### src/rtl/mm_ctrl_pkg.sv
// rtl/mm_ctrl_pkg.sv - job configuration and FSM state types for mm_ctrl_fsm
package mm_ctrl_pkg;

  typedef struct packed {
    logic [7:0]  w_rows;
    logic [7:0]  w_cols;
    logic [7:0]  i_rows;
    logic [15:0] w_offset;
    logic [15:0] i_offset;
    logic [15:0] o_offset_w;
    logic [15:0] psum_offset;
    logic        accum_en;
  } data_config_struct;

  typedef enum logic [2:0] {
    IDLE     = 3'd0,
    LOAD     = 3'd1,
    IN_ONLY  = 3'd2,
    IN_OUT   = 3'd3,
    OUT_ONLY = 3'd4,
    DONE     = 3'd5
  } state_struct;

endpackage

### src/rtl/mm_ctrl_fsm.sv
// rtl/mm_ctrl_fsm.sv - systolic matmul job sequencer: weight load, input stream, output drain
// Optional cycle counter output enabled by defining MM_CTRL_PERF_CNT_EN.
module mm_ctrl_fsm
  import mm_ctrl_pkg::*;
#(
  parameter int ROW    = 4,
  parameter int COL    = 4,
  parameter int W_SIZE = 512,
  parameter int I_SIZE = 512,
  parameter int O_SIZE = 512
) (
  input  logic                      clk,
  input  logic                      rst_n,
  input  logic                      start_i,
  input  data_config_struct         cfg_i,
  output state_struct               state_o,
  output logic                      busy_o,
  output logic                      done_o,
  output logic                      w_ren_o,
  output logic [$clog2(W_SIZE)-1:0] w_addr_o,
  output logic                      load_w_o,
  output logic                      i_ren_o,
  output logic [$clog2(I_SIZE)-1:0] i_addr_o,
  output logic                      psum_ren_o,
  output logic [$clog2(O_SIZE)-1:0] psum_addr_o,
  output logic                      o_wen_o,
  output logic [$clog2(O_SIZE)-1:0] o_addr_o,
  output logic                      accum_o
`ifdef MM_CTRL_PERF_CNT_EN
  ,
  output logic [15:0]               cycle_cnt_o
`endif
);

  localparam int WAW = $clog2(W_SIZE);
  localparam int IAW = $clog2(I_SIZE);
  localparam int OAW = $clog2(O_SIZE);
  localparam logic [15:0] LAT = 16'(ROW + COL);

  state_struct       state_q, state_d;
  data_config_struct cfg_q;
  logic [15:0]       cnt_q, cnt_d;
  logic [15:0]       cnt_p1, nw, ni, o_idx, p_idx;
  logic              in_phase, w_ren, i_ren, o_wen, psum_ren, load_w_q;
  logic [WAW-1:0]    w_live, w_hold;
  logic [IAW-1:0]    i_live, i_hold;
  logic [OAW-1:0]    o_live, o_hold, p_live, p_hold;
  logic              unused_cfg;

  assign unused_cfg = ^{cfg_q.w_cols, cfg_q.w_offset, cfg_q.i_offset,
                        cfg_q.o_offset_w, cfg_q.psum_offset};

  assign nw       = {8'd0, cfg_q.w_rows} + 16'd1;
  assign ni       = {8'd0, cfg_q.i_rows} + 16'd1;
  assign cnt_p1   = cnt_q + 16'd1;
  assign o_idx    = cnt_q - LAT;
  assign p_idx    = cnt_p1 - LAT;
  assign in_phase = (state_q == IN_ONLY) || (state_q == IN_OUT) || (state_q == OUT_ONLY);

  // One counter serves both phases: weight index in LOAD, cycles since first input afterwards.
  always_comb begin
    state_d = state_q;
    cnt_d   = cnt_q;
    case (state_q)
      IDLE: begin
        if (start_i) begin
          state_d = LOAD;
          cnt_d   = '0;
        end
      end
      LOAD: begin
        if (cnt_q == nw - 16'd1) begin
          state_d = IN_ONLY;
          cnt_d   = '0;
        end else begin
          cnt_d = cnt_p1;
        end
      end
      IN_ONLY, IN_OUT, OUT_ONLY: begin
        cnt_d = cnt_p1;
        if (cnt_p1 < ni)
          state_d = (cnt_p1 >= LAT) ? IN_OUT : IN_ONLY;
        else if (cnt_p1 >= LAT + ni)
          state_d = DONE;
        else
          state_d = OUT_ONLY;
      end
      DONE: begin
        state_d = IDLE;
        cnt_d   = '0;
      end
      default: begin
        state_d = IDLE;
        cnt_d   = '0;
      end
    endcase
  end

  assign w_ren    = (state_q == LOAD);
  assign i_ren    = in_phase && (cnt_q < ni);
  assign o_wen    = in_phase && (cnt_q >= LAT) && (cnt_q < LAT + ni);
  assign psum_ren = cfg_q.accum_en && in_phase && (cnt_p1 >= LAT) && (cnt_p1 < LAT + ni);

  assign w_live = cfg_q.w_offset[WAW-1:0] + cnt_q[WAW-1:0];
  assign i_live = cfg_q.i_offset[IAW-1:0] + cnt_q[IAW-1:0];
  assign o_live = cfg_q.o_offset_w[OAW-1:0] + o_idx[OAW-1:0];
  assign p_live = cfg_q.psum_offset[OAW-1:0] + p_idx[OAW-1:0];

  always_ff @(posedge clk or negedge rst_n) begin
    if (!rst_n) begin
      state_q  <= IDLE;
      cnt_q    <= '0;
      cfg_q    <= '0;
      load_w_q <= 1'b0;
      w_hold   <= '0;
      i_hold   <= '0;
      o_hold   <= '0;
      p_hold   <= '0;
    end else begin
      state_q  <= state_d;
      cnt_q    <= cnt_d;
      load_w_q <= w_ren;
      if (state_q == IDLE && start_i) cfg_q <= cfg_i;
      if (w_ren)    w_hold <= w_live;
      if (i_ren)    i_hold <= i_live;
      if (o_wen)    o_hold <= o_live;
      if (psum_ren) p_hold <= p_live;
    end
  end

  // Addresses follow the live value while strobed and otherwise show the last issued one.
  assign w_addr_o    = w_ren    ? w_live : w_hold;
  assign i_addr_o    = i_ren    ? i_live : i_hold;
  assign o_addr_o    = o_wen    ? o_live : o_hold;
  assign psum_addr_o = psum_ren ? p_live : p_hold;

  assign state_o    = state_q;
  assign busy_o     = (state_q != IDLE);
  assign done_o     = (state_q == DONE);
  assign w_ren_o    = w_ren;
  assign load_w_o   = load_w_q;
  assign i_ren_o    = i_ren;
  assign o_wen_o    = o_wen;
  assign psum_ren_o = psum_ren;
  assign accum_o    = cfg_q.accum_en;

`ifdef MM_CTRL_PERF_CNT_EN
  logic [15:0] cycle_q;

  always_ff @(posedge clk or negedge rst_n) begin
    if (!rst_n)
      cycle_q <= '0;
    else if (state_q == IDLE && start_i)
      cycle_q <= '0;
    else if (state_q != IDLE && cycle_q != 16'hFFFF)
      cycle_q <= cycle_q + 16'd1;
  end

  assign cycle_cnt_o = cycle_q;
`endif

endmodule

### config.mk
export PLATFORM = sky130hd
export DESIGN_NAME = mm_ctrl_fsm
export DESIGN_NICKNAME = d
export VERILOG_FILES = /design/src/rtl/mm_ctrl_pkg.sv /design/src/rtl/mm_ctrl_fsm.sv
export SDC_FILE = /design/constraint.sdc
export NUM_CORES = 1
export LEC_CHECK = 0
export BUFFER_PORTS_ARGS = -buffer_cell sky130_fd_sc_hd__clkbuf_2
export CORE_MARGIN = 2
export CORE_UTILIZATION = 60
export CTS_CLUSTER_DIAMETER = 100
export CTS_CLUSTER_SIZE = 28
export DETAILED_ROUTE_END_ITERATION = 7
export PLACE_DENSITY = 0.86
export RECOVER_POWER = 50
export SYNTH_ARGS = -nofsm -noshare
export SYNTH_HDL_FRONTEND = slang
export SYNTH_SLANG_ARGS = --single-unit
### constraint.sdc
create_clock -name clk -period 7.5 [get_ports clk]
set_input_delay 0.375 -clock clk [delete_from_list [all_inputs] [get_ports clk]]
set_output_delay 0.375 -clock clk [all_outputs]
set_load 0.005 [all_outputs]
==> results of run 1 <==
registers in the layout (all words and copies together), names as in the netlist:
signal,count
state_o,3
cfg_q,52
p_hold,9
i_hold,9
cnt_q,16
load_w_o,1
accum_o,1
w_hold,9
o_hold,9
synthesized netlist by cell type (5+ instances only):
master | number | area (sq um)
dfrtp_1 | 109 | 2730
ha_1 | 80 | 1000
inv_1 | 63 | 236
nand2_1 | 54 | 203
mux2_2 | 43 | 484
o21ai_0 | 34 | 170
xnor2_1 | 34 | 298
nor2_1 | 33 | 124
a21oi_1 | 19 | 95.1
xor2_1 | 18 | 158
mux2_1 | 16 | 180
a21o_1 | 13 | 97.6
clkbuf_1 | 13 | 48.8
nand3_1 | 12 | 60.1
o21ai_1 | 10 | 50.1
mux2_4 | 9 | 135
nor3_1 | 9 | 45.0
nor2b_1 | 8 | 50.1
or3_1 | 7 | 43.8
a31oi_1 | 6 | 37.5
o31ai_1 | 6 | 45.0
a211oi_1 | 5 | 37.5
and3_1 | 5 | 31.3
worst paths after layout:
kind	cells past startpoint	to	startpoint	slack, ns
max	14	psum_addr_o[5]	cnt_q[1]$_DFFE_PN0P_	2.64
min	3	cfg_q[23]$_DFFE_PN0P_	cfg_i[23]	0.22
max reg2reg	13	p_hold[1]$_DFF_PN0_	cnt_q[1]$_DFFE_PN0P_	3.37
min reg2reg	1	o_hold[6]$_DFF_PN0_	o_hold[6]$_DFF_PN0_	0.48
max in group asynchronous	2	cnt_q[11]$_DFFE_PN0P_	rst_n	2.88
min in group asynchronous	1	i_hold[1]$_DFF_PN0_	rst_n	0.97
power by group through the flow:
stage	clock network [mW]	registers [mW]	logic [mW]
after CTS	0.539	0.804	1.16
after global placement	0	0.810	1.07
final	0.532	0.809	1.16
after floorplan	0	0.722	0.910
after detailed placement	0	0.815	1.14
after global routing	0.565	0.816	1.31
metrics by stage:
step	hold slack, ns	power [mW]
3_5_place_dp	0.467	1.95
2_1_floorplan	0.0794	1.63
6_report	0.216	2.50
5_1_grt	0.226	2.69
4_1_cts	0.0887	2.50
3_3_place_gp	0.456	1.88
cell type report:
type	instances	area (sq um)
Tap cell	143	179
Multi-Input combinational cell	493	4040
Inverter	63	236
Timing Repair Buffer	104	512
Fill cell	843	3440
Sequential cell	109	2730
Clock inverter	7	110
Clock buffer	9	225
cells by family after synthesis:
logic type               count (synthesis)  share of synthesized area
AO/OA/AOI/OAI                          124                      0.114
multiplexers                            72                      0.119
buffers and inverters                   82                     0.0453
other                                    1                   0.000531
AND/OR/NAND/NOR                        158                      0.116
XOR/XNOR                                52                     0.0644
flip-flops                             109                      0.386
adder cells (fa/ha/maj)                 85                      0.154
tightest hold or removal path, stage by stage:
cell      delay [ns]
clkbuf_2        0.07
nand2_1         0.04
o21ai_0         0.05
metal layers:
metal / global-route usage / part of all wire / vias up
li1: - / - / 2578
met1: 0.358 / 0.41 / 2670
met2: 0.478 / 0.49 / 247
met3: 0.0664 / 0.076 / 38
met4: 0.0911 / 0.026 / 0
met5: 0 / 0 / -
==> impl_metrics.ini, run 1 <==
[place]
detailedPlace.worstSlack_ns = 3.14
dpl_cell_area_sq_um = 7710
dp_cells = 912
gp_congestion = 0.913
detailedPlacementHpwl_um = 12300
place.port_buffers = 102

[final_layout]
n_antenna_cell = 0
finish.cell_count_without_fillers = 928
layout-area-overhead-vs-synth_pct = 13.6
layout.core_utilization = 0.700
nets = 956
final_cell_area_sq_um = 8030
final_cell_mix = dfrtp_1 (109), clkbuf_2 (97), ha_1 (80)
leading_cell_type_in_the_layout_fill_and_taps_excluded = dfrtp_1
drive_gt1_frac = 0.228

[route]
route.final.wire_length_um = 16800
number_of_detailed_route_iterations_in_the_first_pass = 7
via_count = 5533
detail_route.drc_violations = 0
viasPerCell = 5.96
detail_route.iter0.violations = 480
ant_nets = 0
detailed_route_wire_length_per_cell_um = 18.1

[setup_path]
timing.critical_path.arrival_ns = 4.49
cpMaxStageDelayCell = dfrtp_1
crit_required_ns = 7.12
path_delay_family = simple AND/OR/NAND/NOR gates
cp_slowest_stage_delay_ns = 0.72
setup.worst_path.end_class = primary output
worst-setup-path-type = register to primary output
cp_common_cell = nor2_1
worst_setup_path_start_kind = register
path_cells = ha_1, nand4_2, nor3_1, nor2_1, inv_1, ha_1, o21ai_0, nor2_1, nor3_1, nor2_1, nor4bb_4, and3_1, mux2_4, clkbuf_2
critical_path_buf_inv_count = 2
crit_fanout = 11

[grt]
grt_pass1_wl_um = 28500
grt_pass1_vias = 5763
global_route.overflow_total = 0
grt_util_all_layers = 0.282
maximum_number_of_pins_on_one_net_before_global_route_repair = 68
antenna_found_initial = 0

[worst_hold_path]
hp-class = input port to register

[power_and_ir_drop]
p_seq_frac = 0.323
p_switching_mw = 1.02
power.ir.vdd_worst_mv = 0.268
internal-power_mw = 1.48
swShare = 0.408
power.share.clock = 0.212
combinationalPowerShare = 0.464
cellPowerDensity_nw_per_um2 = 312
cellLeakagePower_nw = 4.02

[clock_network]
tritoncts.num_buffers = 9
cts_max_level = 3
cts_repair_resize_count = 0
clk_pin_slew_ns = 0.07
clk_path_buf_depth = 2
worst_skew_pair.late_latency_ns = 0.36
setup_bufs_post_cts = 0
clock-root-buffer = clkbuf_16
cts.hold.buffers_added = 0
cts_tree = built
cts.sink_count = 109

[timing]
final.setup.tns_ns = 0
rsz0062_at_grt = no
finalHoldViolations = 0
finalSetupViolCount = 0
relSlewSlack = -1.15
measured_slew_at_the_worst_slew_check_pin_ns = 3.22
achievable-frequency_mhz = 206
final_max_slew_viol_count = 180
worst_slack_ns = 2.64
fin_worst_skew_ns = 0.00888
layout_worst_path_cycle_share = 0.648
period_minus_slack_ns = 4.86

[floorplanning]
starting_density = 0.616
die_h_um = 113
dieWidth_um = 113
top_level_ports = 139
std_cell_rows = 39
die_area_sq_um = 12700
core-area_sq_um = 11500

[synth]
yosysWarnings = 0
distinct_cells_synth = 64
synth-main-ff-cell = dfrtp_1
postSynthCellCount = 683
synthesis.area_sq_um = 7070
ys_seq_elements = 109
syn_avg_cell_area_sq_um = 10.3
number_of_synthesized_flops_with_an_enable_pin = 0
asr_flop_ratio_synth = 1.00
sequential_area_share_after_synthesis = 0.386

[run_status]
status = finished, violations left
failed_checks = max-capacitance violations, max-slew violations

[job]
maxCapViolations = 3
Note: power is estimated with default switching activity, not from simulation.
==> run 2: changes to the inputs <==
--- a/config.mk
+++ b/config.mk
@@ -7,11 +7,11 @@
 export LEC_CHECK = 0
 export BUFFER_PORTS_ARGS = -buffer_cell sky130_fd_sc_hd__clkbuf_2
 export CORE_MARGIN = 2
-export CORE_UTILIZATION = 60
+export CORE_UTILIZATION = 56
 export CTS_CLUSTER_DIAMETER = 100
 export CTS_CLUSTER_SIZE = 28
 export DETAILED_ROUTE_END_ITERATION = 7
-export PLACE_DENSITY = 0.86
+export PLACE_DENSITY = 0.81
 export RECOVER_POWER = 50
 export SYNTH_ARGS = -nofsm -noshare
 export SYNTH_HDL_FRONTEND = slang
==> constraint.sdc (replaced) <==
create_clock -name clk -period 4.62 [get_ports clk]
set_input_delay 0.231 -clock clk [delete_from_list [all_inputs] [get_ports clk]]
set_output_delay 0.231 -clock clk [all_outputs]
set_load 0.005 [all_outputs]
==> impl_metrics.ini, run 2 (synthesized netlist as in run 1, its figures left out) <==
[run_status]
status = finished, violations left
failed_checks = max-capacitance violations, max-slew violations

[setup_path]
crit_fanout = 9
worst-setup-path-type = register to primary output
register_to_register_setup_slack_ns = 0.92
cp_slowest_stage_delay_ns = 0.68
crit_path_start = cnt_q[3]$_DFFE_PN0P_
cpMaxStageDelayCell = dfrtp_1
cp_common_cell = nor2_1
path_cells = and3_1, nand3_1, xnor2_1, inv_1, ha_1, a211oi_1, nor2_1, nor3_1, nor2_1, nor4bb_4, and3_2, mux2_4, clkbuf_2
r2r-start = cnt_q[3]$_DFFE_PN0P_
timing.critical_path.arrival_ns = 4.06
setup.worst_path.end_class = primary output
crit_required_ns = 4.39
worst_setup_path_start_kind = register

[clock_network]
cts_tree = built
cts_repair_resize_count = 0
clock-root-buffer = clkbuf_16
cts.hold.buffers_added = 0
setup_bufs_post_cts = 0
worst_skew_pair.late_latency_ns = 0.36
tritoncts.num_buffers = 9
cts_max_level = 3
cts.sink_count = 109
clk_pin_slew_ns = 0.08
clk_path_buf_depth = 2

[final_layout]
layout-area-overhead-vs-synth_pct = 15.4
reg.largest.list = cfg_q: 52 flops, cnt_q: 16 flops
drive_gt1_frac = 0.236
regMostFlops = cfg_q
largest_register_ffs = 52
nets = 966
leading_cell_type_in_the_layout_fill_and_taps_excluded = dfrtp_1
final_cell_area_sq_um = 8150
final_cell_mix = dfrtp_1 (109), clkbuf_2 (96), ha_1 (80)
n_antenna_cell = 0
finish.cell_count_without_fillers = 967

[worst_hold_path]
hp-class = input port to register
worst_hold_startpoint = cfg_i[34]

[route]
route.final.wire_length_um = 16700
number_of_detailed_route_iterations_in_the_first_pass = 4
ant_nets = 0
detail_route.drc_violations = 0
detail_route.iter0.violations = 372
via_count = 5514
viasPerCell = 5.70
detailed_route_wire_length_per_cell_um = 17.2

[timing]
rsz0062_at_grt = no
fin_worst_skew_ns = 0.00828
final_max_slew_viol_count = 140
layout_worst_path_cycle_share = 0.929
measured_slew_at_the_worst_slew_check_pin_ns = 3.64
finalSetupViolCount = 0
achievable-frequency_mhz = 233
relSlewSlack = -1.43
finalHoldViolations = 0
final.setup.tns_ns = 0
period_minus_slack_ns = 4.29

[place]
detailedPlacementHpwl_um = 12700
dp_cells = 951
dpl_cell_area_sq_um = 7820
place.port_buffers = 102
gp_congestion = 0.924

[floorplanning]
dieWidth_um = 116
die_area_sq_um = 13500
die_h_um = 116
core-area_sq_um = 12500
top_level_ports = 139
std_cell_rows = 41
starting_density = 0.567

[power_and_ir_drop]
cellLeakagePower_nw = 4.07
swShare = 0.394
p_switching_mw = 1.64
combinationalPowerShare = 0.477
power.ir.vdd_worst_mv = 0.268
p_seq_frac = 0.302
cellPowerDensity_nw_per_um2 = 509
power.share.clock = 0.221
internal-power_mw = 2.52

[grt]
grt_pass1_wl_um = 27800
antenna_found_initial = 0
grt_pass1_vias = 5710
grt_util_all_layers = 0.266
global_route.overflow_total = 0
maximum_number_of_pins_on_one_net_before_global_route_repair = 71

[job]
maxCapViolations = 3
[run 2: power groups by stage]
stage                     clock (mW)  combinational [mW]  sequential [mW]
after floorplan                    0                1.48             1.17
after global placement             0                1.87             1.26
after detailed placement           0                1.96             1.27
after CTS                      0.930                1.98             1.25
after global routing           0.965                2.24             1.27
final                          0.916                1.98             1.26
[run 2: stage by stage]
| step | hold WS (ns) | power (mW) | utilization | setup WS (ns) |
|---|---|---|---|---|
| 5_1_grt | 0.0804 | 4.47 | 0.654 | 0.0581 |
| 3_5_place_dp | 0.406 | 3.23 | 0.627 | 0.569 |
| 4_1_cts | 0.0123 | 4.16 | 0.656 | 0.178 |
| 2_1_floorplan | -0.0646 | 2.65 | - | 1.32 |
| 3_3_place_gp | 0.389 | 3.13 | 0.627 | 0.627 |
| 6_report | 0.0756 | 4.15 | 0.654 | 0.329 |
[run 2: metal layers]
layer / GRT usage / part of all wire
met1: 0.332 / 0.42
met2: 0.449 / 0.48
met3: 0.0592 / 0.070
met4: 0.108 / 0.027
met5: 0 / 0
[run 2: worst max-delay path, delay by kind of cell (launching register included)]
kind	cells	cell delay [ns]
simple gates	7	1.57
mux	1	0.34
fa+ha+maj	1	0.33
buf+inv	2	0.23
xor+xnor	1	0.32
compound gates	1	0.21
flops	1	0.68
[run 2: area by class of cell]
| class | instances | area [sq um] |
|---|---|---|
| Timing Repair Buffer | 114 | 582 |
| Fill cell | 995 | 4310 |
| Clock buffer | 10 | 239 |
| Tap cell | 172 | 215 |
| Sequential cell | 109 | 2730 |
| Clock inverter | 6 | 116 |
| Multi-Input combinational cell | 493 | 4040 |
| Inverter | 63 | 236 |
[run 2: final timing paths]
kind / endpoint / cells after the start
max reg2reg: p_hold[0]$_DFF_PN0_ / 12
max: psum_addr_o[0] / 13
min reg2reg: o_hold[6]$_DFF_PN0_ / 1
min: cfg_q[34]$_DFFE_PN0P_ / 3
max in group asynchronous: cnt_q[13]$_DFFE_PN0P_ / 2
min in group asynchronous: cfg_q[34]$_DFFE_PN0P_ / 1
